File: config.mk
export PLATFORM = sky130hd
export DESIGN_NAME = audio_sample_mixer
export DESIGN_NICKNAME = d
export VERILOG_FILES = /design/src/rtl/audio_mix_pkg.sv /design/src/rtl/audio_channel_player.sv /design/src/rtl/audio_sample_mixer.sv
export SDC_FILE = /design/constraint.sdc
export NUM_CORES = 1
export LEC_CHECK = 0
export ABC_AREA = 0
export BUFFER_PORTS_ARGS = -buffer_cell sky130_fd_sc_hd__clkbuf_2
export CAP_MARGIN = 40
export CORE_ASPECT_RATIO = 0.7
export CORE_UTILIZATION = 45
export CTS_CLUSTER_SIZE = 30
export DETAILED_ROUTE_END_ITERATION = 8
export PLACE_DENSITY = 0.78
export SYNTH_ARGS = -nofsm -noshare
export SYNTH_HDL_FRONTEND = slang
export SYNTH_SLANG_ARGS = --single-unit
File: constraint.sdc
create_clock -name clk -period 7.2 [get_ports clk]
set_clock_uncertainty 0.1 [all_clocks]
set_input_delay 0.72 -clock clk [delete_from_list [all_inputs] [get_ports clk]]
set_output_delay 0.72 -clock clk [all_outputs]
set_load 0.01 [all_outputs]
File: src/rtl/audio_mix_pkg.sv
// Shared types and constants for the multi-channel ROM sample mixer.
// Contents:
//   ch_state_t         per-channel playback state (IDLE / PLAY)
//   MIX_NUM_CH/DATA_W  default channel count and sample width
//   SUM_W              adder-tree width for the default configuration
//   SAT_MAX / SAT_MIN  signed output clamp limits for the default width
//   sum_width/sat_max/sat_min  the same derivations for any parameter set
package audio_mix_pkg;

  typedef enum logic {CH_IDLE = 1'b0, CH_PLAY = 1'b1} ch_state_t;

  localparam int MIX_NUM_CH = 4;
  localparam int MIX_DATA_W = 16;
  localparam int SUM_W      = MIX_DATA_W + $clog2(MIX_NUM_CH);
  localparam int SAT_MAX    = (2 ** (MIX_DATA_W - 1)) - 1;
  localparam int SAT_MIN    = -(2 ** (MIX_DATA_W - 1));

  // Enough headroom that summing nch full-scale samples can never wrap.
  function automatic int sum_width(input int dw, input int nch);
    return dw + $clog2(nch);
  endfunction

  function automatic int sat_max(input int dw);
    return (2 ** (dw - 1)) - 1;
  endfunction

  function automatic int sat_min(input int dw);
    return -(2 ** (dw - 1));
  endfunction

endpackage

File: src/rtl/audio_channel_player.sv
// One playback channel: IDLE/PLAY FSM, ROM address counter, latched
// length/mode, one-shot done pulse and the registered attenuated sample.
// Ports:
//   clk, reset      clock, async active-high reset
//   sample_req      advance request from the codec side
//   start, stop     one-cycle control pulses (stop has priority)
//   loop_mode, len  mode and sample count, captured on start
//   att             live arithmetic right-shift applied to the sample
//   rom_data        sample at the current address
//   addr            registered ROM address
//   busy            channel in PLAY
//   done            one-cycle pulse after a one-shot finishes
//   contrib         attenuated sample captured on sample_req (0 when idle)
module audio_channel_player
  import audio_mix_pkg::*;
#(
  parameter int DATA_W = 16,
  parameter int ADDR_W = 17,
  parameter int ATT_W  = 3
) (
  input  logic                     clk,
  input  logic                     reset,
  input  logic                     sample_req,
  input  logic                     start,
  input  logic                     stop,
  input  logic                     loop_mode,
  input  logic [ADDR_W-1:0]        len,
  input  logic [ATT_W-1:0]         att,
  input  logic signed [DATA_W-1:0] rom_data,
  output logic [ADDR_W-1:0]        addr,
  output logic                     busy,
  output logic                     done,
  output logic signed [DATA_W-1:0] contrib
);

  ch_state_t         state, state_nxt;
  logic [ADDR_W-1:0] addr_nxt, len_q, len_nxt;
  logic              loop_q, loop_nxt, done_nxt;

  always_ff @(posedge clk or posedge reset) begin
    if (reset) begin
      state   <= CH_IDLE;
      addr    <= '0;
      len_q   <= '0;
      loop_q  <= 1'b0;
      done    <= 1'b0;
      contrib <= '0;
    end else begin
      state  <= state_nxt;
      addr   <= addr_nxt;
      len_q  <= len_nxt;
      loop_q <= loop_nxt;
      done   <= done_nxt;
      // Uses state/data from before this edge, so a restart in the same
      // cycle still emits the sample at the old address.
      if (sample_req)
        contrib <= (state == CH_PLAY) ? (rom_data >>> att) : '0;
    end
  end

  always_comb begin
    state_nxt = state;
    addr_nxt  = addr;
    len_nxt   = len_q;
    loop_nxt  = loop_q;
    done_nxt  = 1'b0;
    if (stop) begin
      state_nxt = CH_IDLE;
      addr_nxt  = '0;
    end else if (start && (len != '0)) begin
      state_nxt = CH_PLAY;
      addr_nxt  = '0;
      len_nxt   = len;
      loop_nxt  = loop_mode;
    end else if (sample_req && (state == CH_PLAY)) begin
      // Wrap on the latched length only; the counter never reaches ADDR_W overflow.
      if (addr == len_q - ADDR_W'(1)) begin
        addr_nxt = '0;
        if (!loop_q) begin
          state_nxt = CH_IDLE;
          done_nxt  = 1'b1;
        end
      end else begin
        addr_nxt = addr + ADDR_W'(1);
      end
    end
  end

  assign busy = (state == CH_PLAY);

endmodule

File: src/rtl/audio_sample_mixer.sv
// Multi-channel ROM sample player and saturating mixer.
// Ports:
//   clk, reset     clock, async active-high reset
//   sample_req     codec request pulse (>=3 cycles apart)
//   ch_start/stop  per-channel control pulses
//   ch_loop/len    per-channel mode and length (packed, ch0 in LSBs)
//   ch_att         per-channel attenuation shift
//   mute           zero the mixed output
//   rom_addr       per-channel ROM address (packed)
//   rom_data       per-channel ROM data (packed), one cycle latency
//   audio_output   mixed, saturated sample
//   out_valid      pulse when audio_output updates
//   ch_busy        per-channel PLAY
//   ch_done        per-channel one-shot completion pulse
module audio_sample_mixer
  import audio_mix_pkg::*;
#(
  parameter int NUM_CH = MIX_NUM_CH,
  parameter int DATA_W = MIX_DATA_W,
  parameter int ADDR_W = 17,
  parameter int ATT_W  = 3
) (
  input  logic                     clk,
  input  logic                     reset,
  input  logic                     sample_req,
  input  logic [NUM_CH-1:0]        ch_start,
  input  logic [NUM_CH-1:0]        ch_stop,
  input  logic [NUM_CH-1:0]        ch_loop,
  input  logic [NUM_CH*ADDR_W-1:0] ch_len,
  input  logic [NUM_CH*ATT_W-1:0]  ch_att,
  input  logic                     mute,
  output logic [NUM_CH*ADDR_W-1:0] rom_addr,
  input  logic [NUM_CH*DATA_W-1:0] rom_data,
  output logic [DATA_W-1:0]        audio_output,
  output logic                     out_valid,
  output logic [NUM_CH-1:0]        ch_busy,
  output logic [NUM_CH-1:0]        ch_done
);

  localparam int SW = sum_width(DATA_W, NUM_CH);
  localparam logic signed [SW-1:0] SAT_HI = SW'(sat_max(DATA_W));
  localparam logic signed [SW-1:0] SAT_LO = SW'(sat_min(DATA_W));

  logic signed [DATA_W-1:0] contrib [NUM_CH];
  logic signed [SW-1:0]     sum;
  logic signed [DATA_W-1:0] sat_res;
  // [0]: contributions captured, [1]: output registered
  logic [1:0]               vld_pipe;

  for (genvar i = 0; i < NUM_CH; i++) begin : g_ch
    audio_channel_player #(
      .DATA_W(DATA_W), .ADDR_W(ADDR_W), .ATT_W(ATT_W)
    ) u_ch (
      .clk       (clk),
      .reset     (reset),
      .sample_req(sample_req),
      .start     (ch_start[i]),
      .stop      (ch_stop[i]),
      .loop_mode (ch_loop[i]),
      .len       (ch_len[i*ADDR_W +: ADDR_W]),
      .att       (ch_att[i*ATT_W +: ATT_W]),
      .rom_data  (rom_data[i*DATA_W +: DATA_W]),
      .addr      (rom_addr[i*ADDR_W +: ADDR_W]),
      .busy      (ch_busy[i]),
      .done      (ch_done[i]),
      .contrib   (contrib[i])
    );
  end

  always_comb begin
    sum = '0;
    for (int i = 0; i < NUM_CH; i++)
      sum = sum + {{(SW-DATA_W){contrib[i][DATA_W-1]}}, contrib[i]};
  end

  always_comb begin
    sat_res = sum[DATA_W-1:0];
    if (sum > SAT_HI)      sat_res = SAT_HI[DATA_W-1:0];
    else if (sum < SAT_LO) sat_res = SAT_LO[DATA_W-1:0];
  end

  always_ff @(posedge clk or posedge reset) begin
    if (reset) begin
      vld_pipe     <= '0;
      audio_output <= '0;
    end else begin
      vld_pipe <= {vld_pipe[0], sample_req};
      if (vld_pipe[0])
        audio_output <= mute ? '0 : sat_res;
    end
  end

  assign out_valid = vld_pipe[1];

endmodule

# Word level (Yosys, flattened, before mapping)
# Cells that the tools add are included.
# Widths: inputs -> output; s select.
# op_classes
addsub	11
n_eq_ne	8
muxes	63
reduce_logical	28
n_lt_le_gt_ge	2
n_shift	4
n_bitwise	4
# ops
cell	count
$mux 17	16
$mux 16	7
$add 17x1->17 const B	4
$eq 17x17->1	4
$reduce_bool 17->1	4
$sub 17x1->17 const B	4
$sshr 16x3->16	4
$mux 1	40
$reduce_bool 3->1	8
$add 17x16->18	1
$add 18x18->18	1
$gt 18x16->1 const B	1
$lt 18x16->1 const B	1
$add 16x16->17	1
$ne 3x3->1 const B	4
$reduce_and 3->1	4
$logic_and 1x1->1	8
$reduce_and 2->1	4
$not 1->1	4
# word_totals
reg_bits	230
wordCells	146
input_bits	160
output_inout_bits	93

# Depth between registers and ports, before layout
# Gate-level depths: netlist of run 1.
# logic_depth
ltp_word	7
depth_mapped	15
depth_no_buf	14

# By module
# Synthesis of run 1 repeated with hierarchy kept, for this count alone.
# hier_totals
cells_unflattened	1631
hier_area_um2	16293.1
# by_module_without_submodules
mod	cells_each	area_per_inst_um2	seq_area_each_um2	instances
audio_channel_player at g_ch[0].u_ch ...	332	3427.0	1326.3	3
audio_channel_player at g_ch[3].u_ch	343	3390.8	1326.3	1
audio_sample_mixer	292	2621.3	450.4	1

# Least setup slack after synthesis of run 1
# OpenSTA, ideal clock, no wires.
# synth_path
kind	reg-to-reg
from	register g_ch[1].u_ch.contrib[7]
to	register audio_output[10]
stages_incl_launch_ff	14
t_required_ns	6.951
setup_ns	0.149
period_less_slack_ns	3.913
n_path_buf	1
t_arrival_ns	3.664
path_slack_ns	3.287
cell_sequence	dfrtp_1 inv_1 fa_1 fa_1 inv_1 ha_1 a21o_1 o21ai_0 a22oi_1 o41ai_1 nor4_1 o21ai_1 clkbuf_1 o221ai_1
# synth_via
elab_chain_cells	7
elab_cells_between_ends	8
cone_classes	add/sub: 3; order compare: 2; mux: 3
# synth_lines
element	line	source
start, declared	audio_channel_player.sv:33	output logic signed [DATA_W-1:0] contrib
start signal, assigned	audio_channel_player.sv:57	contrib <= (state == CH_PLAY) ? (rom_data >>> att) : '0;
$add 16x16->17 (*)	audio_sample_mixer.sv:73	sum = sum + {{(SW-DATA_W){contrib[i][DATA_W-1]}}, contrib[i]};
$add 17x16->18 (*)	audio_sample_mixer.sv:73	
$add 18x18->18 (*)	audio_sample_mixer.sv:73	
$lt 18x16->1	audio_sample_mixer.sv:79	else if (sum < SAT_LO) sat_res = SAT_LO[DATA_W-1:0];
$mux 16	audio_sample_mixer.sv:79	
$mux 16 (*)	audio_sample_mixer.sv:78	if (sum > SAT_HI) sat_res = SAT_HI[DATA_W-1:0];
$mux 16 (*)	audio_sample_mixer.sv:89	audio_output <= mute ? '0 : sat_res;
end signal, assigned	audio_sample_mixer.sv:89	
end, declared	audio_sample_mixer.sv:34	output logic [DATA_W-1:0] audio_output,
# Every way passes the cells marked *; elsewhere a longest branch is shown, timed or not.
# A chain may end at the register's enable or synchronous reset.

# Final worst setup path of run 1
# layout_path
from	register g_ch[1].u_ch.contrib[7]
to	register audio_output[6]
# The elaborated chain is that of the path after synthesis.

==> flow_summary.toml, run 1 <==
[placement]
port_buffers = 252
placed_cell_area_um2 = 17420
dp_cells = 2346
dpl_worst_slack_ns = 2.574
gp_congestion = 0.9829
hpwl_mm = 35.67

[timing]
maxSlewHeadroom_pct = 34.44
timing.final.max_slew_violations = 0
worst_slack_ns = 2.489
rsz0062_at_grt = "no"
fin_crit_sh_pct = 65.43
max_freq_mhz = 212.3
setup_viol = 0
finalWorstPathRequiredPeriod_ns = 4.711
setup-tns-final_ns = 0
worst_slew_pin_slew_ns = 0.9728
timing.final.hold_violations = 0

[clock_tree]
postCtsSetupBuffers = 0
clk_latency_ns = 0.55
cts_tree = "yes"
numClockSinks = 230
cts_made_buffers = 26
ctsHoldBuffers = 0
cts.clk_slew.worst_paths_ns = 0.06
max-clock-path-buffers = 3
cts-resized-gates = 0
root_buffer = "clkbuf_16"
htree_levels = 1

[synthesis]
synth_top_family_by_area = "simple AND/OR/NAND/NOR gates"
yosys-top-cells-count = "230 x dfrtp_1, 135 x inv_1, 113 x nand2_1, 94 x nor2_1, 87 x nor3_1"
yosysTopAreaCell = "dfrtp_1"
async_reset_ff_share_pct = 100.0
ys_warn_count = 0
synthXorXnorAreaFrac_pct = 7.697
netlist_area_um2 = 15930
yosys.area_share.adder_pct = 6.110
yosys.area_share.simple_pct = 19.62
synth_edf_count = 0
synth_compound_area_share_pct = 14.32
synth_cells = 1717
muxShareOfSynthArea_pct = 9.927
avgSynthCellArea_um2 = 9.279
synth-seq-cells = 230
yosysMostFrequentCell = "dfrtp_1"
synth.distinct_cells = 94
yosysSeqAreaShare_pct = 36.13
synthTopCellsByArea = "dfrtp_1 36%, mux2_2 5.7%, fa_1 4.1%"
syn_nets = 1935
ys.flop_type = "dfrtp_1"
yosysTopAreaCellShare_pct = 36.13

[critical_path]
reg2regPathDepth = 12
cp-startpoint = "g_ch[1].u_ch.contrib[7]"
worst-setup-path-type = "flip-flop to flip-flop"
crit_chain = "inv_1 > fa_1 > fa_1 > inv_1 > ha_1 > a21o_1 > o21ai_0 > a22oi_1 > o41ai_1 > nor4_1 > o21ai_1 > o221ai_1"
worst_setup_path_end_kind = "flip-flop"
worst-path-max-fanout = 12
start_kind = "flip-flop"
reg2reg_slack_ns = 2.49
cp_top_family = "compound AO/OA/AOI/OAI gates"
required_ns = 7.47
r2r_end = "audio_output[6]"
worst-path-buf-inv = 2
r2r-start = "g_ch[1].u_ch.contrib[7]"
arrival_ns = 4.98
crit_path_top_delay_cell = "o21ai_1"
slowest_delay_ns = 0.68

[power_and_ir_drop]
p_sw_mw = 1.256
p_int_mw = 2.649
clockPowerShare_pct = 36.3
power_frac_comb_pct = 24.4
finalPower_mw = 3.905
power.leakage_nw = 8.056
seq_power_share_pct = 39.3
sw_frac_of_total_pct = 32.15
ir_worst_vdd_uv = 179.2
power.density_nw_per_um2 = 212.9

[routing]
num_vias = 14180
wl_per_cell_um = 19.35
post-route-drc-count = 0
routed_via_density = 5.908
ant_nets = 0
drt_pass1_iterations = 5
totalWireLength_mm = 46.45
initialDrtViolationCount = 1323

[global_routing]
overflow = 0
grt_pass1_vias = 13290
grt_use_total_pct = 25.58
grt_pass1_wl_mm = 73.76
grt_max_degree = 93
antenna_found_initial = 7

[cells_and_area]
fill_cells = 3195
fin_cells = 2400
syn_to_final_growth_pct = 15.13
final_nets = 2121
drive_gt1_share_pct = 21.96
final_area_um2 = 18340

[die]
die_h_um = 159.4
start_util_pct = 45.78
rows = 57
core_um2 = 34800
die_w_um = 226.9
die-area_um2 = 36170
num_io_pins = 253

[outcome]
status = "completed"

[min_path]
hold_path_class = "input port to async pin"

[job]
max_cap_viol_count = 0
[layout make-up]
class / instances / area (um2) / area share, %
clock buffer: 34 / 752.0 / 4.100
sequential: 230 / 5756 / 31.38
inverter: 136 / 518.0 / 2.824
timing repair buffer: 261 / 1369 / 7.462
clock inverter: 13 / 153.9 / 0.8390
tap: 472 / 590.6 / 3.220
antenna: 6 / 15.01 / 0.08186
multi-input combinational: 1248 / 9189 / 50.10
[worst reg2reg max path: cells and delay by family (launching register included)]
| kind | cells | cell delay (ns) |
|---|---|---|
| DFF | 1 | 0.37 |
| adders and majority gates | 3 | 1.29 |
| AOI/OAI and AO/OA | 6 | 2.48 |
| buffers and inverters | 2 | 0.13 |
| and+or+nand+nor | 1 | 0.18 |
[state kept, by name, indices dropped and copies added (netlist names)]
signal and count:
g_ch.u_ch.done 4, audio_output 16, g_ch.u_ch.len_q 68, g_ch.u_ch.contrib 64
g_ch.u_ch.loop_q 4, vld_pipe 2, g_ch.u_ch.addr 68, g_ch.u_ch.busy 4
[logic make-up (layout without fill, tap and decap cells)]
kind of cell               Yosys count  in the layout
AOI/OAI and AO/OA                  330            330
xor gates and xnor gates           140            140
adders and majority gates           58             58
buffers and inverters              239            444
DFF                                230            230
muxes                              138            138
other                                0              6
and+or+nand+nor                    582            582
[worst max path at each step]
stage / endpoint / slack (ns) / depth (start not counted)
final: audio_output[6] / 2.49 / 12
after global routing: audio_output[11] / 2.15 / 12
after CTS: audio_output[6] / 2.54 / 12
after detailed placement: audio_output[11] / 2.57 / 12
after global placement: audio_output[5] / 2.82 / 12
after floorplan: audio_output[0] / 0.08 / 1
[power by group through the flow]
| stage | registers (mW) | logic [mW] | clock network (mW) |
|---|---|---|---|
| after floorplan | 1.51 | 0.671 | 0 |
| after global placement | 1.54 | 0.902 | 0 |
| after detailed placement | 1.55 | 0.936 | 0 |
| after CTS | 1.53 | 0.944 | 1.45 |
| after global routing | 1.55 | 1.05 | 1.50 |
| final | 1.53 | 0.952 | 1.42 |
[cells in the final DEF (no fill, tap or decap), drive strengths merged, types with 25 or more instances in the layout]
cell    instances
a21oi          64
mux2           80
nand4          28
mux2i          50
nor2           94
fa             33
nand2         114
o21ai          38
inv           137
o22ai          60
nor4           40
xnor2          73
and3           30
xor2           67
ha             25
dfrtp         230
nor3           88
clkbuf        287
nand3          54
[routing by layer]
layer | global-route usage (%) | part of all wire (%) | vias to the layer above
met3 | 3.709 | 7.1 | 73
met1 | 39.52 | 48 | 6961
met4 | 7.801 | 3.0 | 0
li1 | - | - | 6596
met5 | 0 | 0 | -
met2 | 36.46 | 42 | 550
[per-stage QoR]
step / util (%) / hold slack [ns]
floorplan: - / 0.2519
CTS: 52.65 / 0.09123
global placement: 49.83 / 0.3602
global route: 52.70 / 0.1050
finish: 52.70 / 0.08136
detailed placement: 50.04 / 0.3843
No activity file was read; power rests on OpenSTA's default activity.
==> run 2, diff against run 1 <==
==> constraint.sdc (replaced) <==
create_clock -name clk -period 4.1 [get_ports clk]
set_clock_uncertainty 0.1 [all_clocks]
set_input_delay 0.41 -clock clk [delete_from_list [all_inputs] [get_ports clk]]
set_output_delay 0.41 -clock clk [all_outputs]
set_load 0.01 [all_outputs]
==> flow_summary.toml, run 2 (synthesis gave the netlist of run 1 again) <==
[cells_and_area]
final_nets = 2162
layout_common_cells = "252 x clkbuf_2, 230 x dfrtp_1, 134 x inv_1"
drive_gt1_share_pct = 21.85
fill_cells = 3105
post-route-util_pct = 53.73
final_common_cell = "clkbuf_2"
syn_to_final_growth_pct = 17.38
reg_top3 = "g_ch.u_ch.addr (68), g_ch.u_ch.len_q (68), g_ch.u_ch.contrib (64)"

[timing]
maxSlewHeadroom_pct = 38.12
finalWorstPathRequiredPeriod_ns = 3.945
max_freq_mhz = 253.5
setup_viol = 0
fin_crit_sh_pct = 96.22
worst_slew_pin_slew_ns = 0.9162
worst_slack_ns = 0.1550
timing.final.max_slew_violations = 0
timing.final.hold_violations = 0

[power_and_ir_drop]
power.density_nw_per_um2 = 358.1
clockPowerShare_pct = 34.1
p_sw_mw = 2.199
power.leakage_nw = 8.169
seq_power_share_pct = 40.2
ir_worst_vdd_uv = 313.8
p_int_mw = 4.497
sw_frac_of_total_pct = 32.84
power_frac_comb_pct = 25.7

[clock_tree]
clk_latency_ns = 0.55
cts.clk_slew.worst_paths_ns = 0.06
root_buffer = "clkbuf_16"
htree_levels = 1
cts_made_buffers = 26
max-clock-path-buffers = 3
cts_tree = "yes"
postCtsSetupBuffers = 0
numClockSinks = 230

[placement]
gp_congestion = 0.9370
dpl_worst_slack_ns = -0.04979
hpwl_mm = 35.25
port_buffers = 252

[global_routing]
grt_max_degree = 137
grt_use_total_pct = 25.48
grt_pass1_vias = 13440
grt_pass1_wl_mm = 73.35
overflow = 0
antenna_found_initial = 6

[job]
max_cap_viol_count = 0

[critical_path]
required_ns = 4.45
reg2reg_slack_ns = 0.15
start_kind = "flip-flop"
arrival_ns = 4.29
worst-setup-path-type = "flip-flop to flip-flop"
worst_setup_path_end_kind = "flip-flop"
worst-path-max-fanout = 5

[die]
die_h_um = 159.4
die_w_um = 226.9
num_io_pins = 253
die-area_um2 = 36170
start_util_pct = 45.78
rows = 57
core_um2 = 34800

[routing]
drt_pass1_iterations = 5
initialDrtViolationCount = 1468
routed_via_density = 5.892
post-route-drc-count = 0
totalWireLength_mm = 46.49
num_vias = 14380
ant_nets = 0
wl_per_cell_um = 19.05

[outcome]
status = "completed"

[min_path]
hold_path_class = "input port to flip-flop"
run 2: area by class of cell:
cell class	count	area [um2]	area share, %
diodes	5	12.51	0.06691
clock buffers	37	723.2	3.867
well taps	472	590.6	3.158
clock inverters	10	92.59	0.4951
repair buffers	302	1762	9.421
inverters	136	514.2	2.750
flip-flops and latches	230	5756	30.78
multi-input cells	1248	9250	49.46
run 2: worst max-delay path, cell delays in order (launching register included):
cell and delay [ns]:
dfrtp_1 0.32, inv_1 0.07, fa_1 0.53, inv_1 0.06, fa_1 0.51, ha_1 0.20
inv_1 0.07, fa_1 0.44, nor2b_4 0.19, o31ai_4 0.10, a22o_1 0.24, o31ai_2 0.27
xnor2_1 0.21, buf_4 0.20, nand2_1 0.10, a211oi_1 0.24
run 2: timing repair:
item | CTS | global route
endpoints found under the setup margin | 12 | 16
hold endpoints to repair | 55 | 0
hold buffers | 36 | 0
resized for setup | 2 | 10
run 2: final timing paths:
| kind | startpoint | end | depth (start not counted) |
|---|---|---|---|
| worst max-delay path | g_ch[2].u_ch.contrib[1] | audio_output[0] | 15 |
| worst min-delay path | ch_len[54] | g_ch[3].u_ch.len_q[3] | 2 |
| worst max register to register | g_ch[2].u_ch.contrib[1] | audio_output[0] | 15 |
| worst min register to register | g_ch[3].u_ch.loop_q | g_ch[3].u_ch.done | 1 |
| max in group asynchronous | reset | audio_output[5] | 4 |
| min in group asynchronous | reset | g_ch[0].u_ch.len_q[1] | 3 |
run 2: stage by stage:
step	power (mW)	hold slack, ns	TNS [ns]	instances	area, um2
finish	6.697	0.01925	0	2440	18700
global route	7.026	0.007959	-0.1665	2439	18700
CTS	6.692	0.0001416	0	2434	18630
detailed placement	4.366	0.3611	-0.3863	2351	17450
global placement	4.310	0.3577	0	2351	17450
floorplan	3.836	0.2519	0	1717	15940
run 2: power groups by stage:
stage,Clock [mW],Combinational (mW),Sequential (mW)
final,2.28,1.72,2.70
after global placement,0,1.59,2.72
after CTS,2.33,1.68,2.69
after detailed placement,0,1.64,2.73
after global routing,2.42,1.89,2.72
after floorplan,0,1.18,2.66
run 2: routing by layer:
metal | part of all wire [%] | GRT usage [%]
met2 | 42 | 35.49
met1 | 47 | 38.86
met4 | 2.9 | 7.371
met3 | 9.0 | 5.831
met5 | 0 | 0
